[src/rtl/seg_pkg.sv]
// seg_pkg: shared states, segment patterns and digit count for the display scan path
package seg_pkg;
  typedef enum logic [1:0] {IDLE, BLANK, SHOW} state_t;
  localparam int NUM_DIGITS = 3;
  localparam logic [6:0] SEG_0 = 7'h3F;
  localparam logic [6:0] SEG_1 = 7'h06;
  localparam logic [6:0] SEG_2 = 7'h5B;
  localparam logic [6:0] SEG_3 = 7'h4F;
  localparam logic [6:0] SEG_4 = 7'h66;
  localparam logic [6:0] SEG_5 = 7'h6D;
  localparam logic [6:0] SEG_6 = 7'h7D;
  localparam logic [6:0] SEG_7 = 7'h07;
  localparam logic [6:0] SEG_8 = 7'h7F;
  localparam logic [6:0] SEG_9 = 7'h6F;
  localparam logic [6:0] SEG_DASH = 7'h40;
  localparam logic [6:0] SEG_OFF = 7'h00;
endpackage

[src/rtl/seg_scan_ctrl_if.sv]
// seg_scan_ctrl_if: BCD/control inputs and scanned display outputs of the scan scheduler
interface seg_scan_ctrl_if;
  import seg_pkg::*;
  logic en;
  logic [4*NUM_DIGITS-1:0] bcd_in;
  logic lz_blank;
  logic [6:0] seg_out;
  logic [NUM_DIGITS-1:0] digit_sel;
  logic frame_start;
  modport master (output en, bcd_in, lz_blank, input seg_out, digit_sel, frame_start);
  modport slave (input en, bcd_in, lz_blank, output seg_out, digit_sel, frame_start);
endinterface

[src/rtl/bcd_to_seg7.sv]
// bcd_to_seg7: BCD nibble to {g,f,e,d,c,b,a} segments; non-decimal nibbles show a dash
module bcd_to_seg7
  import seg_pkg::*;
(
  input  logic [3:0] bcd,
  output logic [6:0] seg
);
  always_comb begin
    case (bcd)
      4'd0: seg = SEG_0;
      4'd1: seg = SEG_1;
      4'd2: seg = SEG_2;
      4'd3: seg = SEG_3;
      4'd4: seg = SEG_4;
      4'd5: seg = SEG_5;
      4'd6: seg = SEG_6;
      4'd7: seg = SEG_7;
      4'd8: seg = SEG_8;
      4'd9: seg = SEG_9;
      default: seg = SEG_DASH;
    endcase
  end
endmodule

[src/rtl/seg_scan_ctrl.sv]
// seg_scan_ctrl: snapshots a 3-digit BCD value per frame and time-multiplexes it onto one
// segment bus with a per-digit dwell, a blanking guard and optional leading-zero blanking
module seg_scan_ctrl
  import seg_pkg::*;
#(
  parameter int DWELL_CYCLES = 1000,
  parameter int BLANK_CYCLES = 50
) (
  input logic clk,
  input logic rst,
  seg_scan_ctrl_if.slave bus
);
  localparam int MAX_CYC = DWELL_CYCLES > BLANK_CYCLES ? DWELL_CYCLES : BLANK_CYCLES;
  localparam int CW = $clog2(MAX_CYC + 1);
  localparam logic [CW-1:0] DWELL_LAST = CW'(DWELL_CYCLES - 1);
  localparam logic [CW-1:0] BLANK_LAST = CW'(BLANK_CYCLES - 1);
  localparam state_t GAP = BLANK_CYCLES == 0 ? SHOW : BLANK;
  state_t state, state_n;
  logic [1:0] idx, idx_n;
  logic [CW-1:0] cnt, cnt_n;
  logic [11:0] snap, snap_n;
  logic lz, lz_n;
  logic [3:0] nib;
  logic blank;
  logic [6:0] dec, seg_q, seg_n;
  logic [2:0] sel_q, sel_n;
  logic fs_q, fs_n;
  bcd_to_seg7 u_dec (.bcd(nib), .seg(dec));
  always_ff @(posedge clk or posedge rst) begin
    if (rst) begin
      state <= IDLE;
      idx <= '0;
      cnt <= '0;
      snap <= '0;
      lz <= 1'b0;
      seg_q <= SEG_OFF;
      sel_q <= '0;
      fs_q <= 1'b0;
    end else begin
      state <= state_n;
      idx <= idx_n;
      cnt <= cnt_n;
      snap <= snap_n;
      lz <= lz_n;
      seg_q <= seg_n;
      sel_q <= sel_n;
      fs_q <= fs_n;
    end
  end
  always_comb begin
    state_n = state;
    idx_n = idx;
    cnt_n = cnt;
    snap_n = snap;
    lz_n = lz;
    fs_n = 1'b0;
    if (!bus.en) begin
      state_n = IDLE;
      idx_n = '0;
      cnt_n = '0;
    end else begin
      case (state)
        IDLE: begin
          state_n = GAP;
          idx_n = '0;
          cnt_n = '0;
          snap_n = bus.bcd_in;
          lz_n = bus.lz_blank;
          fs_n = 1'b1;
        end
        BLANK: begin
          state_n = cnt == BLANK_LAST ? SHOW : BLANK;
          cnt_n = cnt == BLANK_LAST ? '0 : cnt + 1'b1;
        end
        SHOW: begin
          cnt_n = cnt == DWELL_LAST ? '0 : cnt + 1'b1;
          if (cnt == DWELL_LAST) begin
            state_n = GAP;
            idx_n = idx == 2'd2 ? 2'd0 : idx + 2'd1;
            if (idx == 2'd2) begin
              snap_n = bus.bcd_in;
              lz_n = bus.lz_blank;
              fs_n = 1'b1;
            end
          end
        end
        default: state_n = IDLE;
      endcase
    end
  end
  // Outputs are registered from the next-state values so they change on the transition edge
  always_comb begin
    nib = idx_n == 2'd2 ? snap_n[11:8] : idx_n == 2'd1 ? snap_n[7:4] : snap_n[3:0];
    blank = lz_n && ((idx_n == 2'd2 && snap_n[11:8] == 4'd0) || (idx_n == 2'd1 && snap_n[11:4] == 8'd0));
    sel_n = state_n == SHOW ? 3'b001 << idx_n : 3'b000;
    seg_n = state_n == SHOW && !blank ? dec : SEG_OFF;
  end
  assign bus.seg_out = seg_q;
  assign bus.digit_sel = sel_q;
  assign bus.frame_start = fs_q;
endmodule
[src/flat_wrapper.sv]
// flat-port wrapper written by rule: the top's interface ports become plain ports
module seg_scan_ctrl_flat import seg_pkg::*;
#(
  parameter int DWELL_CYCLES = 1000,
  parameter int BLANK_CYCLES = 50
)
  (clk, rst, bus_en, bus_bcd_in, bus_lz_blank, bus_seg_out, bus_digit_sel, bus_frame_start);
  seg_scan_ctrl_if bus_i ();
  input logic clk;
  input logic rst;
  input wire logic [$bits(bus_i.en)-1:0] bus_en;
  input wire logic [$bits(bus_i.bcd_in)-1:0] bus_bcd_in;
  input wire logic [$bits(bus_i.lz_blank)-1:0] bus_lz_blank;
  output wire logic [$bits(bus_i.seg_out)-1:0] bus_seg_out;
  output wire logic [$bits(bus_i.digit_sel)-1:0] bus_digit_sel;
  output wire logic [$bits(bus_i.frame_start)-1:0] bus_frame_start;
  assign bus_i.en = bus_en;
  assign bus_i.bcd_in = bus_bcd_in;
  assign bus_i.lz_blank = bus_lz_blank;
  assign bus_seg_out = bus_i.seg_out;
  assign bus_digit_sel = bus_i.digit_sel;
  assign bus_frame_start = bus_i.frame_start;
  seg_scan_ctrl #(.DWELL_CYCLES(DWELL_CYCLES), .BLANK_CYCLES(BLANK_CYCLES)) u_core (.clk(clk), .rst(rst), .bus(bus_i));
endmodule
[config.mk]
export PLATFORM = sky130hd
export DESIGN_NAME = seg_scan_ctrl_flat
export DESIGN_NICKNAME = d
export VERILOG_FILES = /design/src/rtl/seg_pkg.sv /design/src/rtl/seg_scan_ctrl_if.sv /design/src/rtl/bcd_to_seg7.sv /design/src/rtl/seg_scan_ctrl.sv /design/src/flat_wrapper.sv
export SDC_FILE = /design/constraint.sdc
export NUM_CORES = 1
export LEC_CHECK = 0
export BUFFER_PORTS_ARGS = -buffer_cell sky130_fd_sc_hd__buf_4
export CAP_MARGIN = 20
export CORE_MARGIN = 10
export CORE_UTILIZATION = 38
export CTS_BUF_LIST = sky130_fd_sc_hd__clkbuf_2
export DETAILED_ROUTE_END_ITERATION = 12
export PLACE_DENSITY_LB_ADDON = 0.15
export SYNTH_ARGS = -nofsm -noshare
export SYNTH_HDL_FRONTEND = slang
export SYNTH_SLANG_ARGS = --single-unit
[constraint.sdc]
create_clock -name clk -period 6.3 [get_ports clk]
set_clock_uncertainty 0.2 [all_clocks]
set_input_delay 0.63 -clock clk [delete_from_list [all_inputs] [get_ports clk]]
set_output_delay 0.63 -clock clk [all_outputs]
set_load 0.02 [all_outputs]
==> results of run 1 <==
worst register-to-register path, cell delays in order, from the launching register on:
cell and delay, ps:
dfrtp_1 450, inv_1 90, ha_1 320, nor2b_1 180, nand4_1 110, a311o_1 510
a311o_1 410, nand3_1 130, a21boi_1 370, inv_1 130, ha_1 220, or3_1 380
a31oi_2 170
synthesized netlist by cell type, drive strengths merged, types with 4 or more instances:
library cell | count | share of area
a22o | 4 | 0.016
nand2b | 4 | 0.011
nor2 | 23 | 0.039
o21ai | 23 | 0.056
nand3 | 14 | 0.031
nor3 | 6 | 0.013
o41ai | 5 | 0.020
ha | 10 | 0.056
and3 | 4 | 0.012
nand2 | 24 | 0.040
a21oi | 13 | 0.031
dfrtp | 38 | 0.42
clkbuf | 4 | 0.0067
inv | 10 | 0.017
buf | 5 | 0.020
flip-flops by register name, indices dropped and copies added, names as in the netlist:
register and count:
u_core.lz 1, u_core.bus.seg_out 7, u_core.bus.digit_sel 3, u_core.idx 2, u_core.bus.frame_start 1, u_core.snap 12
u_core.cnt 10, u_core.state 2
through the flow:
| step | std cells | hold WS, ps |
|---|---|---|
| 2_1_floorplan | 240 | 247 |
| 3_3_place_gp | 330 | 272 |
| 3_5_place_dp | 330 | 277 |
| 4_1_cts | 338 | 131 |
| 5_1_grt | 339 | 148 |
| 6_report | 339 | 120 |
power groups by stage:
stage          logic (W)  registers [W]  clock network [W]
2_1_floorplan  0.0000669       0.000267                  0
3_3_place_gp   0.0000923       0.000269                  0
3_5_place_dp   0.0000924       0.000269                  0
4_1_cts        0.0000930       0.000264           0.000114
5_1_grt         0.000107       0.000266           0.000124
6_report       0.0000931       0.000264           0.000106
layout make-up:
type                    count  area (um^2)
clock buffers               6         30.0
clock inverters             2         8.76
fillers                   577         3090
inverters                  10         37.5
multi-input cells         183         1190
flip-flops and latches     38          951
well taps                  72         90.1
repair buffers             28          210
routing by layer:
metal	wire (um)	up-vias	global-route usage	part of all wire
met1	2850	877	0.165	0.53
met2	2250	33	0.163	0.42
met3	228	5	0.0305	0.043
li1	-	928	-	-
met5	0	-	0	0
met4	37	0	0.0271	0.0069
cell families (layout without fill, tap and decap cells):
logic type	Yosys count	after routing
xor gates and xnor gates	1	1
buffers and inverters	19	46
and+or+nand+nor	100	100
adders and majority gates	10	10
muxes	4	4
AOI/OAI and AO/OA	68	68
DFF	38	38
how the worst max path moves through the flow:
| stage | end | slack (ps) | depth (start not counted) |
|---|---|---|---|
| 5_1_grt | u_core.bus.seg_out[5] | 2310 | 11 |
| 2_1_floorplan | u_core.bus.seg_out[5] | 2940 | 16 |
| 3_5_place_dp | u_core.bus.seg_out[5] | 2610 | 12 |
| 6_report | u_core.bus.seg_out[5] | 2570 | 12 |
| 3_3_place_gp | u_core.bus.seg_out[5] | 2700 | 12 |
| 4_1_cts | u_core.bus.seg_out[5] | 2560 | 12 |
==> impl_metrics.yaml, run 1 <==
global_routing:
  grt_max_degree: 39
  grt_pass1_wl_mm: 9.27
  grt_use_total: 0.114
  grt_antenna_before_repair: 0
  overflow: 0
  grt_pass1_vias: 1854
sta:
  min_period_ps: 3730
  slew_headroom: 0.458
  worst_pin_slew_ps: 806
  hold_violations: 0
  rsz0062_at_grt: "false"
  finalSetupViolCount: 0
  finalSetupTns_ps: 0
  max_freq_mhz: 268
  finalMaxSlewViolations: 0
  fin_ws_ps: 2570
  period_share: 0.592
power:
  p_clk_frac: 0.229
  p_leak_nw: 1.20
  p_sw_w: 0.000139
  internal_power_w: 0.000324
  seq_power_share: 0.570
  totalPowerFinal_w: 0.000463
  peakVddDrop_v: 0.0000759
  p_comb_frac: 0.201
  power.density_nw_per_um2: 184
  p_sw_frac: 0.301
layout:
  layout_common_cells: "dfrtp_1, buf_4, nand2_1"
  fin_area_um2: 2520
  diodes: 0
  final_nets: 292
  drive_above_1_share: 0.184
  layout_commonest_cell: "dfrtp_1"
  syn_to_final_growth_pct: 12.5
  final_util: 0.449
critical_path:
  cp.arrival_ps: 3830
  rr_startpoint: "u_core.state[0]"
  cp-startpoint: "u_core.state[0]"
  critPathLaunchType: "register"
  end_kind: "register"
  r2r_end: "u_core.bus.seg_out[5]"
  cp.required_ps: 6400
  cp_num_buf_inv: 2
  reg2reg_setup_slack_ps: 2570
  critPathKind: "register to register"
  timing.critical_path.cells: "inv_1, ha_1, nor2b_1, nand4_1, a311o_1, a311o_1, nand3_1, a21boi_1, inv_1, ha_1, or3_1, a31oi_2"
  cp_top_family: "compound AO/OA/AOI/OAI gates"
  cpMaxStageDelayCell: "a311o_1"
  critPathMaxStageDelay_ps: 510
  reg2regPathDepth: 12
  path_max_fanout: 9
route:
  drt-initial-drc-count: 130
  antenna_left: 0
  drtPass1Iterations: 4
  avgViaCountPerCell: 5.44
  drt-total-wl_mm: 5.36
  dr_total_vias: 1843
  drc: 0
  wl_per_cell_um: 15.8
clocking:
  cts_tree: "built"
  postCtsSetupBuffers: 0
  post_cts_resized: 0
  clkTransAtPathRegs_ps: 210
  clockBufferDepth: 2
  htreeDepth: 2
  insertion_delay_ps: 380
  cts-buffers-inserted: 5
  clock_sinks: 38
  cts-root-buf: "clkbuf_2"
  cts_hold_buf: 0
die:
  die_width_um: 96.8
  core_um2: 5610
  die_area_um2: 9360
  rows: 27
  num_io_pins: 27
  start_util: 0.399
  fp.dieH_um: 96.8
yosys:
  seq_area_frac_synth: 0.425
  yosys_register_bits: 38
  async_flop_share: 1.00
  ys_types: 58
  synth_edf_count: 0
  syn_nets: 266
  yosys_warnings: 0
  synth_top_family_by_area: "simple AND/OR/NAND/NOR gates"
  synth_xor_area_frac: 0.00391
  avgSynthCellArea_um2: 9.33
  muxShareOfSynthArea: 0.0190
  synthSimpleGateAreaFrac: 0.235
  synth_cells: 240
  synth-compound-area-share: 0.218
  yosys.area_share.adder: 0.0559
  syn_area_um2: 2240
  synth_top_flop_cell: "dfrtp_1"
placement:
  pre_cts_ws_ps: 2610
  place.gp.congestion: 0.832
  dpl_cell_area_um2: 2470
  dp_hpwl_mm: 3.95
  io_buffers: 26
run_status:
  status: "finished clean"
worst_hold_path:
  hold_class: "input port to async pin"
run:
  cap_violations: 0
Power figures use the tool's default switching activity.
==> run 2, diff against run 1 <==
Settings changed: ABC_AREA set to 1.
Clock period 6.3 ns to 3.38 ns, I/O delays scaled along.
==> run 2 against run 1 <==
First-iteration DRC count down 49%. Via count decreased by 2.6%. Global-route usage down 0.56 points. Synthesized cell count is 15% higher. Register-to-register slack worse by 2200 ps. Sequential cell count did not move. Critical path type unchanged. Largest cell class unchanged.
==> impl_metrics.yaml, run 2 <==
critical_path:
  critPathKind: "register to register"
  cp.required_ps: 3510
  timing.critical_path.cells: "inv_1, ha_1, inv_1, nand2_2, nand2_1, inv_2, nand2_2, and2_4, nor2_4, nand2_2, o211ai_1, o21ai_0, inv_1, ha_1, inv_1, nor2_1, nor2_1, nor2_2"
  crit_path_end: "u_core.bus.seg_out[3]"
  end_kind: "register"
  critPathMaxStageDelay_ps: 420
  cpMaxStageDelayCell: "dfrtp_1"
  path_max_fanout: 11
  rr_startpoint: "u_core.state[0]"
  r2r_end: "u_core.bus.seg_out[3]"
  cp-startpoint: "u_core.state[0]"
  reg2regPathDepth: 18
  critPathLaunchType: "register"
  crit_path_frequent_cell: "inv_1"
  cp.arrival_ps: 3140
  reg2reg_setup_slack_ps: 370
layout:
  syn_to_final_growth_pct: 18.2
  regMostFlops: "u_core.snap"
  fin_area_um2: 2740
  final_nets: 341
  fin_cells: 391
  drive_above_1_share: 0.304
  layout_common_cells: "nand2_1, dfrtp_1, inv_1"
  layout_commonest_cell: "nand2_1"
  largest_reg_flops: 12
  diodes: 0
die:
  die_area_um2: 9630
  num_io_pins: 27
  rows: 28
  die_width_um: 98.1
  core_um2: 5920
  start_util: 0.392
  fp.dieH_um: 98.1
sta:
  hold_violations: 0
  worst_pin_slew_ps: 716
  period_share: 0.890
  slew_headroom: 0.520
  max_freq_mhz: 332
  finalSetupTns_ps: 0
  rsz0062_at_grt: "false"
  min_period_ps: 3010
  finalMaxSlewViolations: 0
  whs_ps: 59.9
  finalSetupViolCount: 0
yosys:
  netlist.area_leader.share: 0.410
  seq_area_frac_synth: 0.410
  ys_top_cells_by_count: "nand2_1, dfrtp_1, inv_1, nor2_1, nand2_2"
  yosysMostFrequentCell: "nand2_1"
  synth_cells: 275
  avgSynthCellArea_um2: 8.43
  yosys_warnings: 0
  ys_top_cells_by_area: "dfrtp_1, nand2_1, inv_1, nand2_2, ha_1"
  synth_edf_count: 0
  ys_types: 41
  synth_top_flop_cell: "dfrtp_1"
  yosys.area.top_type: "dfrtp_1"
  async_flop_share: 1.00
  syn_nets: 301
  syn_area_um2: 2320
  yosys_register_bits: 38
power:
  totalPowerFinal_w: 0.000962
  power.density_nw_per_um2: 351
  peakVddDrop_v: 0.000186
  p_leak_nw: 1.41
clocking:
  cts_tree: "built"
  cts-root-buf: "clkbuf_2"
  cts_hold_buf: 7
  htreeDepth: 2
  insertion_delay_ps: 380
  cts-buffers-inserted: 5
  clkTransAtPathRegs_ps: 190
  clockBufferDepth: 2
  clock_sinks: 38
  postCtsSetupBuffers: 0
  post_cts_resized: 0
placement:
  dpl_cell_area_um2: 2610
  dp_hpwl_mm: 3.66
  io_buffers: 26
  place.gp.congestion: 0.823
  dp.cells: 376
global_routing:
  overflow: 0
  grt_pass1_wl_mm: 8.79
  grt_pass1_vias: 1935
  grt_use_total: 0.109
  grt_antenna_before_repair: 0
  grt_max_degree: 39
run_status:
  status: "finished clean"
route:
  drt-initial-drc-count: 66
  antenna_left: 0
  drc: 0
  avgViaCountPerCell: 4.59
  drt-total-wl_mm: 4.83
  dr_total_vias: 1795
  wl_per_cell_um: 12.3
  drtPass1Iterations: 4
worst_hold_path:
  hold_class: "input port to register"
run:
  cap_violations: 0
==> run 2: cell count changes in the layout (fill, tap and decap cells not counted), moves of 6 or more <==
cell	delta
nand2_2	+21
o21ai_0	-16
inv_1	+25
inv_2	+7
nand2_1	+26
a21oi_1	-8
dlygate4sd3_1	+7
nand2_4	+6
nor2_1	+8
==> run 2: per-stage QoR <==
step | setup WS (ps) | util
after global placement | 464 | 0.440
final | 371 | 0.463
after global routing | 1.24 | 0.463
after floorplan | 690 | -
after detailed placement | 383 | 0.440
after CTS | 344 | 0.463
==> run 2: worst max-delay path, delay by kind of cell (launching register included) <==
kind	cells	cell delay, ps
flops	1	420
fa+ha+maj	2	490
simple gates	9	1120
compound gates	2	230
buf+inv	5	490
==> run 2: where the power goes <==
part	switching (W)	leakage (nW)	internal (W)	total [W]
Clock	0.000152	0.0432	0.000132	0.000284
Combinational	0.000116	0.852	0.0000723	0.000188
Sequential	0.0000108	0.513	0.000479	0.000489
Total	0.000279	1.41	0.000683	0.000962
==> run 2: per-layer routing <==
layer / routed length, um / part of all wire / GRT usage
met1: 2190 / 0.45 / 0.122
met2: 2400 / 0.50 / 0.190
met3: 157 / 0.033 / 0.0303
met4: 74 / 0.015 / 0.0403
met5: 0 / 0 / 0
==> run 2: cell families (layout without fill, tap and decap cells) <==
group	Yosys count	in the layout	synth area share
simple gates	153	153	0.366
buf+inv	47	88	0.0847
flops	38	38	0.410
fa+ha+maj	10	10	0.0540
compound gates	24	24	0.0739
xor+xnor	3	3	0.0113
==> run 2: cell type report <==
type / count / area, um^2
multi-input combinational: 190 / 1170
sequential: 38 / 951
tap: 75 / 93.8
timing repair buffer: 35 / 280
inverter: 45 / 180
fill: 594 / 3180
clock inverter: 1 / 30.0
clock buffer: 7 / 35.0
==> run 2: worst min-delay path by stage <==
stage	start	end	slack, ps	cells after the start
after floorplan	u_core.lz	u_core.lz	240	2
after global placement	u_core.lz	u_core.lz	280	2
after detailed placement	u_core.lz	u_core.lz	290	2
after CTS	bus_en	u_core.idx[1]	30	3
after global routing	bus_en	u_core.idx[1]	10	3
final	bus_bcd_in[7]	u_core.snap[7]	60	3
==> run 3, diff against run 2 <==
Settings changed: CTS_BUF_LIST sky130_fd_sc_hd__clkbuf_2 to unset.
==> run 3 against run 2 <==
Power grew 9.4%. Design area shrank 0.68%. Hold slack gained 18 ps. Setup slack gained 17 ps. Critical path depth is the same. First-iteration DRC count shrank 3.0%. Clock-buffer cell count is the same. Sequential share of layout area grew 0.24 points. Register-to-register slack gained 20 ps. Sequential cell count is the same. Critical endpoint unchanged.
==> impl_metrics.yaml, run 3 (synthesized netlist as in run 2, its figures left out) <==
global_routing:
  grt_max_degree: 39
  grt_pass1_vias: 1909
  grt_use_total: 0.106
  grt_pass1_wl_mm: 8.60
  grt_antenna_before_repair: 0
  overflow: 0
placement:
  dp_hpwl_mm: 3.66
  io_buffers: 26
  dp.cells: 376
  place.gp.congestion: 0.823
  dpl_cell_area_um2: 2610
sta:
  period_share: 0.885
  slew_headroom: 0.511
  min_period_ps: 2990
  finalMaxSlewViolations: 0
  whs_ps: 77.6
  worst_pin_slew_ps: 730
  hold_violations: 0
  max_freq_mhz: 334
  finalSetupViolCount: 0
  finalSetupTns_ps: 0
  rsz0062_at_grt: "false"
worst_hold_path:
  worstHoldStart: "bus_bcd_in[8]"
  hold_class: "input port to register"
  min_to: "u_core.snap[8]"
  min_path_cells: 3
clocking:
  cts_tree: "built"
  cts-buffers-inserted: 5
  clkTransAtPathRegs_ps: 80
  htreeDepth: 2
  insertion_delay_ps: 280
  cts-root-buf: "clkbuf_8"
  clock_sinks: 38
  postCtsSetupBuffers: 0
  clockBufferDepth: 2
die:
  die_area_um2: 9630
  start_util: 0.392
  core_um2: 5920
  num_io_pins: 27
  fp.dieH_um: 98.1
  rows: 28
  die_width_um: 98.1
critical_path:
  timing.critical_path.cells: "inv_1, ha_1, inv_1, nand2_2, nand2_1, inv_2, nand2_2, and2_4, nor2_4, nand2_2, o211ai_1, o21ai_0, inv_1, ha_1, inv_1, nor2_1, nor2_1, nor2_2"
  reg2regPathDepth: 18
  cp_top_family: "simple AND/OR/NAND/NOR gates"
  crit_path_frequent_cell: "inv_1"
  critPathLaunchType: "register"
  end_kind: "register"
  cp.arrival_ps: 3010
  cp_num_buf_inv: 5
  r2r_end: "u_core.bus.seg_out[3]"
  cpMaxStageDelayCell: "dfrtp_1"
  critPathKind: "register to register"
  cp.required_ps: 3400
  reg2reg_setup_slack_ps: 390
  critPathMaxStageDelay_ps: 380
  rr_startpoint: "u_core.state[0]"
  path_max_fanout: 11
route:
  drc: 0
  antenna_left: 0
  drt-initial-drc-count: 64
  avgViaCountPerCell: 4.58
  drt-total-wl_mm: 4.79
  wl_per_cell_um: 12.4
  drtPass1Iterations: 4
  dr_total_vias: 1765
power:
  p_clk_frac: 0.361
  seq_power_share: 0.465
  peakVddDrop_v: 0.000220
  totalPowerFinal_w: 0.00105
  p_leak_nw: 1.39
  p_sw_frac: 0.271
  internal_power_w: 0.000767
  power.density_nw_per_um2: 386
  p_sw_w: 0.000285
  p_comb_frac: 0.174
layout:
  drive_above_1_share: 0.303
  fin_area_um2: 2720
  fin_cells: 385
  largest_reg_flops: 12
  final_nets: 335
  diodes: 0
  syn_to_final_growth_pct: 17.4
  layout_common_cells: "nand2_1, dfrtp_1, inv_1"
  layout_commonest_cell: "nand2_1"
  regMostFlops: "u_core.snap"
run_status:
  status: "finished clean"
run:
  cap_violations: 0
run 3: cell types whose count changed in the layout (fill, tap and decap cells not counted):
| cell | change |
|---|---|
| clkbuf_2 | -7 |
| clkbuf_8 | +5 |
| dlygate4sd3_1 | -6 |
| clkbuf_1 | +2 |
run 3: tightest hold or removal path: stages:
cell and delay, ps:
buf_4 80, a22oi_2 60, inv_1 50
run 3: metal layers:
layer,routed length [um],vias to the layer above,GRT usage
met5,0,-,0
met4,59,0,0.0336
met3,120,4,0.0282
met2,2360,16,0.183
met1,2250,820,0.125
li1,-,925,-
run 3: repair_timing:
action | in CTS | in global routing
resized for setup | 0 | 0
hold buffers | 1 | 0
hold endpoints to repair | 38 | 0
run 3: power groups by stage:
stage               Clock [W]  Combinational (W)  Sequential, W
floorplan                   0           0.000139       0.000497
global placement            0           0.000184       0.000498
detailed placement          0           0.000185       0.000498
CTS                  0.000391           0.000187       0.000489
global route         0.000417           0.000214       0.000491
finish               0.000380           0.000183       0.000489
run 3: layout make-up:
class	count	area, um^2
Inverter	45	180
Clock buffer	7	76.3
Fill cell	590	3200
Tap cell	75	93.8
Clock inverter	1	30.0
Timing Repair Buffer	29	220
Multi-Input combinational cell	190	1170
Sequential cell	38	951
run 3: how the worst max path moves through the flow:
stage                    startpoint  slack, ps  cells after the start                    end
floorplan           u_core.state[0]        690                     17  u_core.bus.seg_out[3]
global placement    u_core.state[0]        460                     18  u_core.bus.seg_out[3]
detailed placement  u_core.state[0]        380                     18  u_core.bus.seg_out[3]
CTS                 u_core.state[0]        370                     18  u_core.bus.seg_out[3]
global route        u_core.state[1]         40                     18  u_core.bus.seg_out[3]
finish              u_core.state[0]        390                     18  u_core.bus.seg_out[3]
run 3: through the flow:
| step | worst slack [ps] | util |
|---|---|---|
| floorplan | 690 | - |
| global placement | 464 | 0.440 |
| detailed placement | 383 | 0.440 |
| CTS | 372 | 0.460 |
| global route | 36.4 | 0.460 |
| finish | 388 | 0.460 |
